[src/rtl/gp_cmd_fetch_if.sv]
// gp_cmd_fetch_if: kick, memory read and draw-command channels of the GP command fetcher
interface gp_cmd_fetch_if;
   logic [31:0] gp_code;
   logic [31:0] gp_frame;
   logic        gp_valid;
   logic        mem_req;
   logic [31:0] mem_addr;
   logic        mem_ack;
   logic [31:0] mem_rdata;
   logic        cmd_valid;
   logic        cmd_ready;
   logic [7:0]  cmd_op;
   logic [31:0] cmd_arg0;
   logic [31:0] cmd_arg1;
   logic [31:0] cmd_arg2;
   logic [31:0] cmd_frame;
   modport slave (
      input  gp_code, gp_frame, gp_valid, mem_ack, mem_rdata, cmd_ready,
      output mem_req, mem_addr, cmd_valid, cmd_op, cmd_arg0, cmd_arg1, cmd_arg2, cmd_frame
   );
   modport master (
      output gp_code, gp_frame, gp_valid, mem_ack, mem_rdata, cmd_ready,
      input  mem_req, mem_addr, cmd_valid, cmd_op, cmd_arg0, cmd_arg1, cmd_arg2, cmd_frame
   );
endinterface

[src/rtl/gp_cmd_fetch.sv]
// gp_cmd_fetch: walks GP command lists from memory and issues decoded draw commands
module gp_cmd_fetch #(
   parameter int MAX_CMDS = 1024,
   parameter int CNT_W    = 11
) (
   input  logic          clk,
   input  logic          rst_n,
   input  logic          vsync,
   gp_cmd_fetch_if.slave bus,
   output logic          frame_interrupt,
   output logic          busy,
   output logic          list_done,
   output logic          list_err
);
   typedef enum logic [2:0] {IDLE, FETCH0, FETCHA, ISSUE, END} state_t;
   state_t           state, nxt;
   logic [31:0]      addr, frame, pend_code, pend_frame, arg1, arg2;
   logic [23:0]      imm;
   logic [7:0]       op, rop;
   logic [CNT_W-1:0] cnt, cnt_inc;
   logic [1:0]       rem;
   logic             pend, vsync_q, err, ack, start, fire, wd;
   assign bus.mem_req   = state == FETCH0 || state == FETCHA;
   assign bus.mem_addr  = addr;
   assign bus.cmd_valid = state == ISSUE;
   assign bus.cmd_op    = op;
   assign bus.cmd_arg0  = {8'd0, imm};
   assign bus.cmd_arg1  = arg1;
   assign bus.cmd_arg2  = arg2;
   assign bus.cmd_frame = frame;
   assign busy      = state != IDLE || pend;
   assign list_done = state == END;
   assign list_err  = err;
   assign ack     = bus.mem_req & bus.mem_ack;
   assign rop     = bus.mem_rdata[31:24];
   assign fire    = state == ISSUE && bus.cmd_ready;
   assign cnt_inc = cnt + 1'b1;
   assign wd      = cnt_inc == CNT_W'(MAX_CMDS);
   // a kick arriving in END is newer than the pending slot, so it wins
   assign start = (state == IDLE && bus.gp_valid) || (state == END && (pend || bus.gp_valid));
   always_comb begin
      nxt = state;
      case (state)
         IDLE:    nxt = bus.gp_valid ? FETCH0 : IDLE;
         FETCH0:  if (ack) nxt = rop == 8'h01 ? ISSUE : (rop == 8'h02 || rop == 8'h03) ? FETCHA : END;
         FETCHA:  if (ack && rem == 2'd1) nxt = ISSUE;
         ISSUE:   if (bus.cmd_ready) nxt = wd ? END : FETCH0;
         default: nxt = start ? FETCH0 : IDLE;
      endcase
   end
   always_ff @(posedge clk or negedge rst_n)
      if (!rst_n) state <= IDLE;
      else state <= nxt;
   always_ff @(posedge clk or negedge rst_n) begin
      if (!rst_n) begin
         addr            <= '0;
         frame           <= '0;
         pend            <= 1'b0;
         pend_code       <= '0;
         pend_frame      <= '0;
         cnt             <= '0;
         rem             <= '0;
         op              <= '0;
         imm             <= '0;
         arg1            <= '0;
         arg2            <= '0;
         err             <= 1'b0;
         vsync_q         <= 1'b0;
         frame_interrupt <= 1'b0;
      end else begin
         vsync_q         <= vsync;
         frame_interrupt <= vsync & ~vsync_q;
         if (start) begin
            addr  <= (bus.gp_valid ? bus.gp_code : pend_code) & ~32'd3;
            frame <= bus.gp_valid ? bus.gp_frame : pend_frame;
            cnt   <= '0;
            err   <= 1'b0;
         end else if (ack) addr <= addr + 32'd4;
         if (bus.gp_valid && state != IDLE && state != END) begin
            pend       <= 1'b1;
            pend_code  <= bus.gp_code;
            pend_frame <= bus.gp_frame;
         end else if (state == END) pend <= 1'b0;
         if (ack && state == FETCH0) begin
            op   <= rop;
            imm  <= bus.mem_rdata[23:0];
            arg1 <= '0;
            arg2 <= '0;
            rem  <= 2'd2;
            if (rop > 8'h03) err <= 1'b1;
         end
         if (ack && state == FETCHA) begin
            if (rem == 2'd2) arg1 <= bus.mem_rdata;
            else arg2 <= bus.mem_rdata;
            rem <= rem - 1'b1;
         end
         if (fire) begin
            cnt <= cnt_inc;
            if (wd) err <= 1'b1;
         end
      end
   end
endmodule

[src/flat_wrapper.sv]
// flat-port wrapper written by rule: the top's interface ports become plain ports
module gp_cmd_fetch_flat 
#(
   parameter int MAX_CMDS = 1024,
   parameter int CNT_W    = 11
)
  (clk, rst_n, vsync, frame_interrupt, busy, list_done, list_err, bus_gp_code, bus_gp_frame, bus_gp_valid, bus_mem_ack, bus_mem_rdata, bus_cmd_ready, bus_mem_req, bus_mem_addr, bus_cmd_valid, bus_cmd_op, bus_cmd_arg0, bus_cmd_arg1, bus_cmd_arg2, bus_cmd_frame);
  gp_cmd_fetch_if bus_i ();
  input  logic clk;
  input  logic rst_n;
  input  logic vsync;
  output logic frame_interrupt;
  output logic busy;
  output logic list_done;
  output logic list_err;
  input wire logic [$bits(bus_i.gp_code)-1:0] bus_gp_code;
  input wire logic [$bits(bus_i.gp_frame)-1:0] bus_gp_frame;
  input wire logic [$bits(bus_i.gp_valid)-1:0] bus_gp_valid;
  input wire logic [$bits(bus_i.mem_ack)-1:0] bus_mem_ack;
  input wire logic [$bits(bus_i.mem_rdata)-1:0] bus_mem_rdata;
  input wire logic [$bits(bus_i.cmd_ready)-1:0] bus_cmd_ready;
  output wire logic [$bits(bus_i.mem_req)-1:0] bus_mem_req;
  output wire logic [$bits(bus_i.mem_addr)-1:0] bus_mem_addr;
  output wire logic [$bits(bus_i.cmd_valid)-1:0] bus_cmd_valid;
  output wire logic [$bits(bus_i.cmd_op)-1:0] bus_cmd_op;
  output wire logic [$bits(bus_i.cmd_arg0)-1:0] bus_cmd_arg0;
  output wire logic [$bits(bus_i.cmd_arg1)-1:0] bus_cmd_arg1;
  output wire logic [$bits(bus_i.cmd_arg2)-1:0] bus_cmd_arg2;
  output wire logic [$bits(bus_i.cmd_frame)-1:0] bus_cmd_frame;
  assign bus_i.gp_code = bus_gp_code;
  assign bus_i.gp_frame = bus_gp_frame;
  assign bus_i.gp_valid = bus_gp_valid;
  assign bus_i.mem_ack = bus_mem_ack;
  assign bus_i.mem_rdata = bus_mem_rdata;
  assign bus_i.cmd_ready = bus_cmd_ready;
  assign bus_mem_req = bus_i.mem_req;
  assign bus_mem_addr = bus_i.mem_addr;
  assign bus_cmd_valid = bus_i.cmd_valid;
  assign bus_cmd_op = bus_i.cmd_op;
  assign bus_cmd_arg0 = bus_i.cmd_arg0;
  assign bus_cmd_arg1 = bus_i.cmd_arg1;
  assign bus_cmd_arg2 = bus_i.cmd_arg2;
  assign bus_cmd_frame = bus_i.cmd_frame;
  gp_cmd_fetch #(.MAX_CMDS(MAX_CMDS), .CNT_W(CNT_W)) u_core (.clk(clk), .rst_n(rst_n), .vsync(vsync), .bus(bus_i), .frame_interrupt(frame_interrupt), .busy(busy), .list_done(list_done), .list_err(list_err));
endmodule
[config.mk]
export PLATFORM = sky130hd
export DESIGN_NAME = gp_cmd_fetch_flat
export DESIGN_NICKNAME = d
export VERILOG_FILES = /design/src/rtl/gp_cmd_fetch_if.sv /design/src/rtl/gp_cmd_fetch.sv /design/src/flat_wrapper.sv
export SDC_FILE = /design/constraint.sdc
export NUM_CORES = 1
export LEC_CHECK = 0
export ABC_AREA = 1
export CAP_MARGIN = 25
export CORE_ASPECT_RATIO = 0.6
export CORE_MARGIN = 2
export CORE_UTILIZATION = 26
export DETAILED_ROUTE_END_ITERATION = 7
export PLACE_DENSITY = 0.52
export SKIP_LAST_GASP = 1
export SLEW_MARGIN = 40
export SYNTH_ARGS = -nofsm -noshare
export SYNTH_HDL_FRONTEND = slang
export SYNTH_SLANG_ARGS = --single-unit
[constraint.sdc]
create_clock -name clk -period 4.35 [get_ports clk]
set_clock_uncertainty 0.05 [all_clocks]
set_input_delay 0.87 -clock clk [delete_from_list [all_inputs] [get_ports clk]]
set_output_delay 0.87 -clock clk [all_outputs]
set_load 0.01 [all_outputs]
==> run_results.csv, run 1 <==
group,metric,value,unit
pwr,power_frac_comb,41.8,%
route,vias,9370,
place,numPortBuffers,263,
min_path,hold_class,"primary input to asynchronous set/reset pin",
route,drt_iter0_markers,719,
clock_network,postCtsSetupRepairBufs,0,
route,highest_layer,"met4",
pwr,p_per_area,710,nW/um^2
route,drc,0,
pwr,pwr-share-seq,35.4,%
die,rows,59,
pwr,power,10900,uW
route,detail-route-antenna-nets,0,
pwr,pwr-share-clk,22.8,%
die,io_pins,276,
synthesis,ys_types,44,
clock_network,holdBufCountCts,0,
pwr,p_int,6790,uW
place,dp_hpwl,24.7,mm
global_routing,track_usage,15.0,%
global_routing,grt_max_degree,129,
clock_network,clockBufferDepth,3,
die,initial_core_util,26.2,%
setup_path,r2r_setup_slack,1.45,ns
route,wl_per_cell,16.6,um
finish,layout_commonest_cell,"clkdlybuf4s50_1",
die,die_h,165,um
flow_run,maxCapViolations,0,
timing,finalWorstSetupSlack,1.40,ns
synthesis,syn_area_per_cell,9.04,um^2
clock_network,root_buffer,"clkbuf_16",
place,gp_congestion,0.887,
setup_path,path_class,"register to output port",
setup_path,cp.arrival,2.03,ns
global_routing,antenna_found_initial,2,
synthesis,ys.flop_type,"dfrtp_1",
timing,period_needed,2.95,ns
setup_path,crit_path_end_kind,"output port",
timing,tightest_slew,0.782,ns
route,met2_length,16.0,mm
route,via_per_inst,4.50,
clock_network,cts_made_buffers,27,
finish,drive_gt1_share,11.9,%
die,die_w,273,um
setup_path,worstSetupStartpointType,"register",
place,dp_slack,1.07,ns
route,wl_met3,1.26,mm
timing,tns,0,ns
synthesis,synthArstFlopShare,100,%
timing,rsz0062_at_grt,"no",
global_routing,overflow,0,
route,dr.pass1.iters,4,
synthesis,synth_area,11300,um^2
pwr,leakagePower,0.00662,uW
clock_network,htreeDepth,1,
finish,final_cell_mix,"261 x clkdlybuf4s50_1, 254 x nand2_1, 240 x dfrtp_1",
synthesis,ys.warnings.count,0,
setup_path,critPathRequiredTime,3.43,ns
route,wl,34.5,mm
global_routing,grt_pass1_vias,8858,
pwr,ir_worst_vdd,0.320,mV
die,dieArea,45100,um^2
global_routing,grt_pass1_wl,53.1,mm
timing,finalMaxSlewViolations,0,
finish,synthToLayoutAreaGrowth,35.7,%
clock_network,clkSinkCount,240,
finish,fill_cells,4345,
pwr,p_sw,4070,uW
pwr,swShare,37.5,%
synthesis,synth-seq-area-share,53.3,%
clock_network,worst_skew_pair.late_latency,0.55,ns
synthesis,syn_inst,1246,
synthesis,ys_seq_elements,240,
clock_network,cts_tree,"done",
timing,period_share,67.7,%
route,wl_met1,16.3,mm
timing,max_freq,339,MHz
clock_network,clk_pin_slew,0.07,ns
timing,final_hold_viol_count,0,
finish,final_nets,1588,
timing,setup_viol,0,
timing,slew_headroom,47.8,%
die,core,43000,um^2
synthesis,synth_edf_count,0,
setup_path,worstPathMaxFanout,5,
outcome,status,"completed",
clock_network,ctsResizeCount,0,
per-stage QoR:
step | instance area, um^2 | hold slack, ns | utilization [%] | cells
floorplan | 11300 | 0.326 | - | 1255
global placement | 14300 | 0.340 | 33.2 | 2031
detailed placement | 14300 | 0.343 | 33.2 | 2031
CTS | 15200 | 0.309 | 35.4 | 2080
global route | 15300 | 0.130 | 35.5 | 2083
finish | 15300 | 0.140 | 35.5 | 2083
layout make-up:
class	count	area (um^2)	share of cell area (%)
multi-input cells	844	4470	29.3
clock inverters	14	195	1.28
clock buffers	35	756	4.94
well taps	579	724	4.74
diodes	2	5.00	0.0327
repair buffers	274	2760	18.1
flip-flops and latches	240	6010	39.3
inverters	95	367	2.40
cell families after synthesis:
kind of cell,Yosys count,share of synthesized area [%]
AND/OR/NAND/NOR,530,20.7
flip-flops,240,53.3
AO/OA/AOI/OAI,233,11.6
buffers and inverters,171,7.41
multiplexers,58,5.80
XOR/XNOR,9,0.700
adder cells (fa/ha/maj),4,0.444
other,1,0.0333
worst max-delay path: stages, from the launching register on:
cell and delay (ns):
dfrtp_1 0.40, inv_2 0.08, nor3_2 0.33, clkdlybuf4s50_1 0.66
sequential cells by signal (all words and copies together), names as in the netlist, 3 cells and up:
name	flops
u_core.bus.cmd_arg1	32
u_core.cnt	11
u_core.imm	24
u_core.pend_frame	32
u_core.bus.cmd_arg2	32
u_core.bus.cmd_frame	32
u_core.pend_code	30
u_core.bus.cmd_op	8
u_core.state	3
u_core.bus.mem_addr	30
power groups by stage:
stage	Combinational, uW	Clock, uW	Sequential, uW
after floorplan	2350	0	4030
after global placement	4540	0	3830
after detailed placement	4590	0	3870
after CTS	4600	2550	3840
after global routing	5010	2650	3970
final	4530	2480	3850
worst paths after layout:
path,start,endpoint,cells after the start
setup / recovery,u_core.state[0],bus_cmd_valid,3
hold / removal,rst_n,u_core.bus.cmd_arg2[29],1
setup reg to reg,u_core.state[0],u_core.bus.mem_addr[5],9
hold reg to reg,u_core.vsync_q,u_core.frame_interrupt,1
max in group asynchronous,rst_n,u_core.bus.mem_addr[4],3
min in group clk,u_core.vsync_q,u_core.frame_interrupt,1
cell usage after synthesis (all sizes together), types with 4 or more instances:
| library cell | n | area share [%] |
|---|---|---|
| or2 | 16 | 0.89 |
| nor2 | 119 | 4.3 |
| dfrtp | 240 | 53 |
| nand4 | 16 | 0.89 |
| clkbuf | 18 | 0.60 |
| a31oi | 39 | 2.2 |
| a21oi | 24 | 1.1 |
| o211ai | 6 | 0.40 |
| nand2 | 260 | 9.0 |
| nor3 | 17 | 0.84 |
| ha | 4 | 0.44 |
| buf | 58 | 3.6 |
| xor2 | 9 | 0.70 |
| mux2 | 58 | 5.8 |
| inv | 95 | 3.2 |
| o21ai | 157 | 7.4 |
| nand3 | 97 | 4.5 |
per-layer routing:
metal	track usage (%)	vias up
met5	0	-
li1	-	4607
met2	23.8	147
met4	4.07	0
met3	2.59	46
met1	21.0	4570
Power figures use the tool's default switching activity.
==> inputs of run 2 (changes only) <==
==> constraint.sdc (replaced) <==
create_clock -name clk -period 2.8 [get_ports clk]
set_clock_uncertainty 0.05 [all_clocks]
set_input_delay 0.56 -clock clk [delete_from_list [all_inputs] [get_ports clk]]
set_output_delay 0.56 -clock clk [all_outputs]
set_load 0.01 [all_outputs]
==> run 2 against run 1 <==
Clock power up 44%. Flip-flop and latch count unchanged. Critical path depth increased by 1. Sequential share of layout area decreased by 0.14 points. Combinational power rose by 58%. Global-route usage grew 0.34 points. Highest routed layer unchanged.
==> run_results.csv, run 2 (same netlist as run 1, synthesis figures left out) <==
group,metric,value,unit
outcome,status,"completed",
clock_network,postCtsSetupRepairBufs,0,
route,detail-route-antenna-nets,0,
die,dieArea,45100,um^2
die,rows,59,
route,drt_iter0_markers,739,
timing,finalMaxSlewViolations,0,
timing,tightest_slew,0.628,ns
global_routing,grt_max_degree,129,
global_routing,track_usage,15.3,%
clock_network,ctsResizeCount,0,
place,placed_cell_area,14400,um^2
clock_network,clkSinkCount,240,
route,wl_per_cell,16.8,um
finish,fill_cells,4354,
setup_path,critPathRequiredTime,2.19,ns
setup_path,reg2reg_from,"u_core.state[0]",
clock_network,cts_tree,"done",
place,gp_congestion,0.895,
clock_network,clk_pin_slew,0.06,ns
global_routing,overflow,0,
place,dp_hpwl,25.2,mm
global_routing,antenna_found_initial,3,
global_routing,grt_pass1_wl,54.0,mm
finish,synthToLayoutAreaGrowth,36.2,%
timing,setup_viol,0,
setup_path,worstPathMaxFanout,5,
setup_path,worstSetupStartpointType,"register",
timing,rsz0062_at_grt,"no",
timing,final_hold_viol_count,0,
die,io_pins,276,
die,core,43000,um^2
route,via_per_inst,4.52,
setup_path,r2r_setup_slack,0.63,ns
die,die_h,165,um
timing,slew_headroom,58.1,%
place,numPortBuffers,263,
pwr,p_per_area,1090,nW/um^2
clock_network,clockBufferDepth,3,
setup_path,crit_path_end_kind,"output port",
die,die_w,273,um
route,vias,9452,
min_path,hold_class,"register to register",
clock_network,worst_skew_pair.late_latency,0.54,ns
route,wl,35.1,mm
finish,postLayoutCellArea,15300,um^2
finish,final_cell_mix,"261 x clkdlybuf4s50_1, 254 x nand2_1, 240 x dfrtp_1",
setup_path,crit_path_end,"bus_cmd_valid",
timing,finalWorstSetupSlack,0.251,ns
place,dp_slack,0.336,ns
timing,max_freq,392,MHz
finish,layout_commonest_cell,"clkdlybuf4s50_1",
finish,final_nets,1597,
clock_network,cts_made_buffers,27,
route,dr.pass1.iters,5,
clock_network,holdBufCountCts,1,
pwr,ir_worst_vdd,0.398,mV
finish,multi_input_area,4460,um^2
timing,period_needed,2.55,ns
flow_run,maxCapViolations,0,
clock_network,htreeDepth,1,
finish,drive_gt1_share,12.2,%
timing,tns,0,ns
setup_path,cp.arrival,1.94,ns
setup_path,timing.rr.end,"u_core.bus.mem_addr[7]",
setup_path,startpoint,"u_core.state[0]",
die,initial_core_util,26.2,%
pwr,leakagePower,0.00663,uW
global_routing,grt_pass1_vias,8927,
timing,period_share,91.0,%
route,drc,0,
clock_network,root_buffer,"clkbuf_16",
finish,ff_latch_area,6010,um^2
setup_path,ff2ff_path_depth,9,
setup_path,path_class,"register to output port",
[run 2: layout make-up]
cell class	count	share of cell area (%)
Antenna cell	3	0.0489
Clock buffer	39	5.15
Clock inverter	10	0.563
Inverter	95	2.38
Multi-Input combinational cell	844	29.1
Sequential cell	240	39.1
Tap cell	579	4.72
Timing Repair Buffer	283	18.9
[run 2: per-layer routing]
layer	track usage, %	wire length [um]
met2	23.8	16300
met4	5.22	1060
met1	21.8	16400
met3	2.21	1260
met5	0	0
[run 2: worst min path at each step]
stage | startpoint | end | slack [ns] | cells after the start
after floorplan | rst_n | u_core.bus.cmd_arg1[0] | 0.21 | 0
after global placement | u_core.vsync_q | u_core.frame_interrupt | 0.34 | 1
after detailed placement | u_core.vsync_q | u_core.frame_interrupt | 0.35 | 1
after CTS | u_core.vsync_q | u_core.frame_interrupt | 0.36 | 1
after global routing | u_core.vsync_q | u_core.frame_interrupt | 0.37 | 1
final | u_core.vsync_q | u_core.frame_interrupt | 0.35 | 1
[run 2: power breakdown]
| group | switching (uW) | total (uW) | internal, uW |
|---|---|---|---|
| clock | 1510 | 3560 | 2050 |
| sequential | 1040 | 5980 | 4950 |
| combinational | 3760 | 7180 | 3410 |
| total | 6310 | 16700 | 10400 |
[run 2: worst max-delay path, cell delays in order, from the launching register on]
cell and delay (ns):
dfrtp_1 0.41, inv_2 0.08, nor3_2 0.18, buf_4 0.16, clkdlybuf4s50_1 0.57
[run 2: metrics by stage]
| step | util, % | hold WS, ns | std cells | total power, uW |
|---|---|---|---|---|
| after global placement | 33.6 | 0.339 | 2040 | 13100 |
| after detailed placement | 33.6 | 0.346 | 2040 | 13300 |
| final | 35.6 | 0.347 | 2093 | 16700 |
| after CTS | 35.6 | 0.355 | 2090 | 16900 |
| after global routing | 35.6 | 0.371 | 2093 | 17900 |
| after floorplan | - | 0.214 | 1255 | 9900 |
==> inputs of run 3 (changes only) <==
--- a/config.mk
+++ b/config.mk
@@ -8,10 +8,10 @@
 export ABC_AREA = 1
 export CAP_MARGIN = 25
 export CORE_ASPECT_RATIO = 0.6
-export CORE_MARGIN = 2
 export CORE_UTILIZATION = 26
 export DETAILED_ROUTE_END_ITERATION = 7
 export PLACE_DENSITY = 0.52
+export RECOVER_POWER = 100
 export SKIP_LAST_GASP = 1
 export SLEW_MARGIN = 40
 export SYNTH_ARGS = -nofsm -noshare
==> run 3 against run 2 <==
The run now ends with capacitance limit, slew limit left. Combinational power decreased by 8.6%. Global-route usage rose by 0.29 points. Via count shrank 0.39%. Sequential share of layout area grew 0.50 points.
==> run_results.csv, run 3 (same netlist as run 1, synthesis figures left out) <==
group,metric,value,unit
global_routing,track_usage,15.6,%
setup_path,startpoint,"u_core.state[2]",
route,via_per_inst,4.54,
route,vias,9415,
die,initial_core_util,26.6,%
route,detail-route-antenna-nets,0,
route,wl,34.9,mm
finish,synthToLayoutAreaGrowth,34.5,%
die,io_pins,276,
setup_path,worstSetupStartpointType,"register",
setup_path,r2r_setup_slack,0.29,ns
global_routing,grt_pass1_wl,54.0,mm
pwr,leakagePower,0.00674,uW
place,dp_hpwl,25.1,mm
setup_path,reg2reg_from,"u_core.state[0]",
place,numPortBuffers,263,
outcome,status,"finished, violations left",
clock_network,cts_made_buffers,26,
setup_path,cp.arrival,2.05,ns
pwr,ir_worst_vdd,0.392,mV
global_routing,overflow,0,
setup_path,ff2ff_path_depth,10,
place,gp_congestion,0.893,
clock_network,clockBufferDepth,3,
clock_network,worst_skew_pair.late_latency,0.55,ns
clock_network,htreeDepth,1,
timing,period_share,95.1,%
pwr,p_per_area,1060,nW/um^2
finish,drive_gt1_share,10.1,%
clock_network,holdBufCountCts,1,
setup_path,cpPeakStageDelay,0.70,ns
min_path,hold_class,"register to register",
setup_path,critPathRequiredTime,2.19,ns
timing,finalWorstSetupSlack,0.138,ns
clock_network,ctsResizeCount,0,
route,drc,0,
route,wl_per_cell,16.8,um
flow_run,maxCapViolations,1,
route,dr.pass1.iters,5,
timing,finalMaxSlewViolations,57,
clock_network,postCtsSetupRepairBufs,0,
timing,slew_headroom,-2.77,%
finish,layout_commonest_cell,"nand2_1",
route,drt_iter0_markers,825,
place,placed_cell_area,14400,um^2
setup_path,crit_path_end_kind,"output port",
clock_network,clkSinkCount,240,
clock_network,clk_pin_slew,0.07,ns
setup_path,crit_chain,"nor3_2, dlygate4sd3_1",
die,die_w,271,um
setup_path,path_class,"register to output port",
clock_network,root_buffer,"clkbuf_16",
timing,tightest_slew,1.54,ns
setup_path,crit_path_end,"bus_cmd_valid",
place,dp.cells,2024,
finish,postLayoutCellArea,15100,um^2
timing,setup_viol,0,
min_path,min_from,"u_core.vsync_q",
finish,final_cell_mix,"256 x nand2_1, 240 x dfrtp_1, 165 x dlygate4sd3_1",
place,dp_slack,0.292,ns
global_routing,grt_pass1_vias,8989,
finish,final_cells,2076,
clock_network,cts_tree,"done",
finish,final_nets,1589,
die,die_h,163,um
outcome,violations,"capacitance limit, slew limit",
timing,tns,0,ns
finish,fill_cells,4321,
timing,period_needed,2.66,ns
die,core,42300,um^2
timing,final_hold_viol_count,0,
global_routing,antenna_found_initial,6,
setup_path,timing.rr.end,"u_core.bus.mem_addr[30]",
global_routing,grt_max_degree,129,
setup_path,critPathSlowestCell,"dlygate4sd3_1",
setup_path,worstPathMaxFanout,5,
die,rows,58,
timing,rsz0062_at_grt,"no",
die,dieArea,44200,um^2
timing,max_freq,376,MHz
-- run 3: worst min-delay path by stage --
stage | end | slack [ns] | depth (start not counted)
floorplan | u_core.bus.cmd_arg1[0] | 0.21 | 0
global placement | u_core.frame_interrupt | 0.34 | 1
detailed placement | u_core.frame_interrupt | 0.35 | 1
CTS | u_core.frame_interrupt | 0.36 | 1
global route | u_core.frame_interrupt | 0.38 | 1
finish | u_core.frame_interrupt | 0.35 | 1
-- run 3: layer usage --
metal / wire, um / GRT usage (%)
met1: 16600 / 22.1
met2: 16200 / 24.3
met3: 1420 / 2.81
met4: 790 / 4.44
met5: 0 / 0
-- run 3: layout make-up --
class                           instances  area (um^2)  share of cell area, %
Multi-Input combinational cell        844         4380                   28.9
Sequential cell                       240         6010                   39.6
Clock buffer                           35          756                   4.99
Clock inverter                         10          128                  0.842
Antenna cell                            6         15.0                 0.0991
Inverter                               95          363                   2.40
Timing Repair Buffer                  276         2790                   18.4
Tap cell                              570          713                   4.71
-- run 3: report_power, final --
part | leakage [uW] | total [uW] | switching (uW) | internal [uW]
combinational | 0.00339 | 6560 | 3640 | 2920
sequential | 0.00291 | 5930 | 982 | 4950
clock | 0.000438 | 3610 | 1450 | 2150
total | 0.00674 | 16100 | 6080 | 10000
-- run 3: critical path, delay by kind of cell (launching register included) --
kind,cells,cell delay [ns]
buffers and inverters,1,0.70
and+or+nand+nor,1,0.37
DFF,1,0.43
-- run 3: through the flow --
stage / hold WS (ns) / util [%] / power (uW)
final: 0.347 / 35.8 / 16100
after global routing: 0.383 / 35.8 / 17300
after CTS: 0.356 / 36.1 / 17000
after detailed placement: 0.348 / 34.0 / 13200
after global placement: 0.337 / 34.0 / 13100
after floorplan: 0.214 / - / 9900
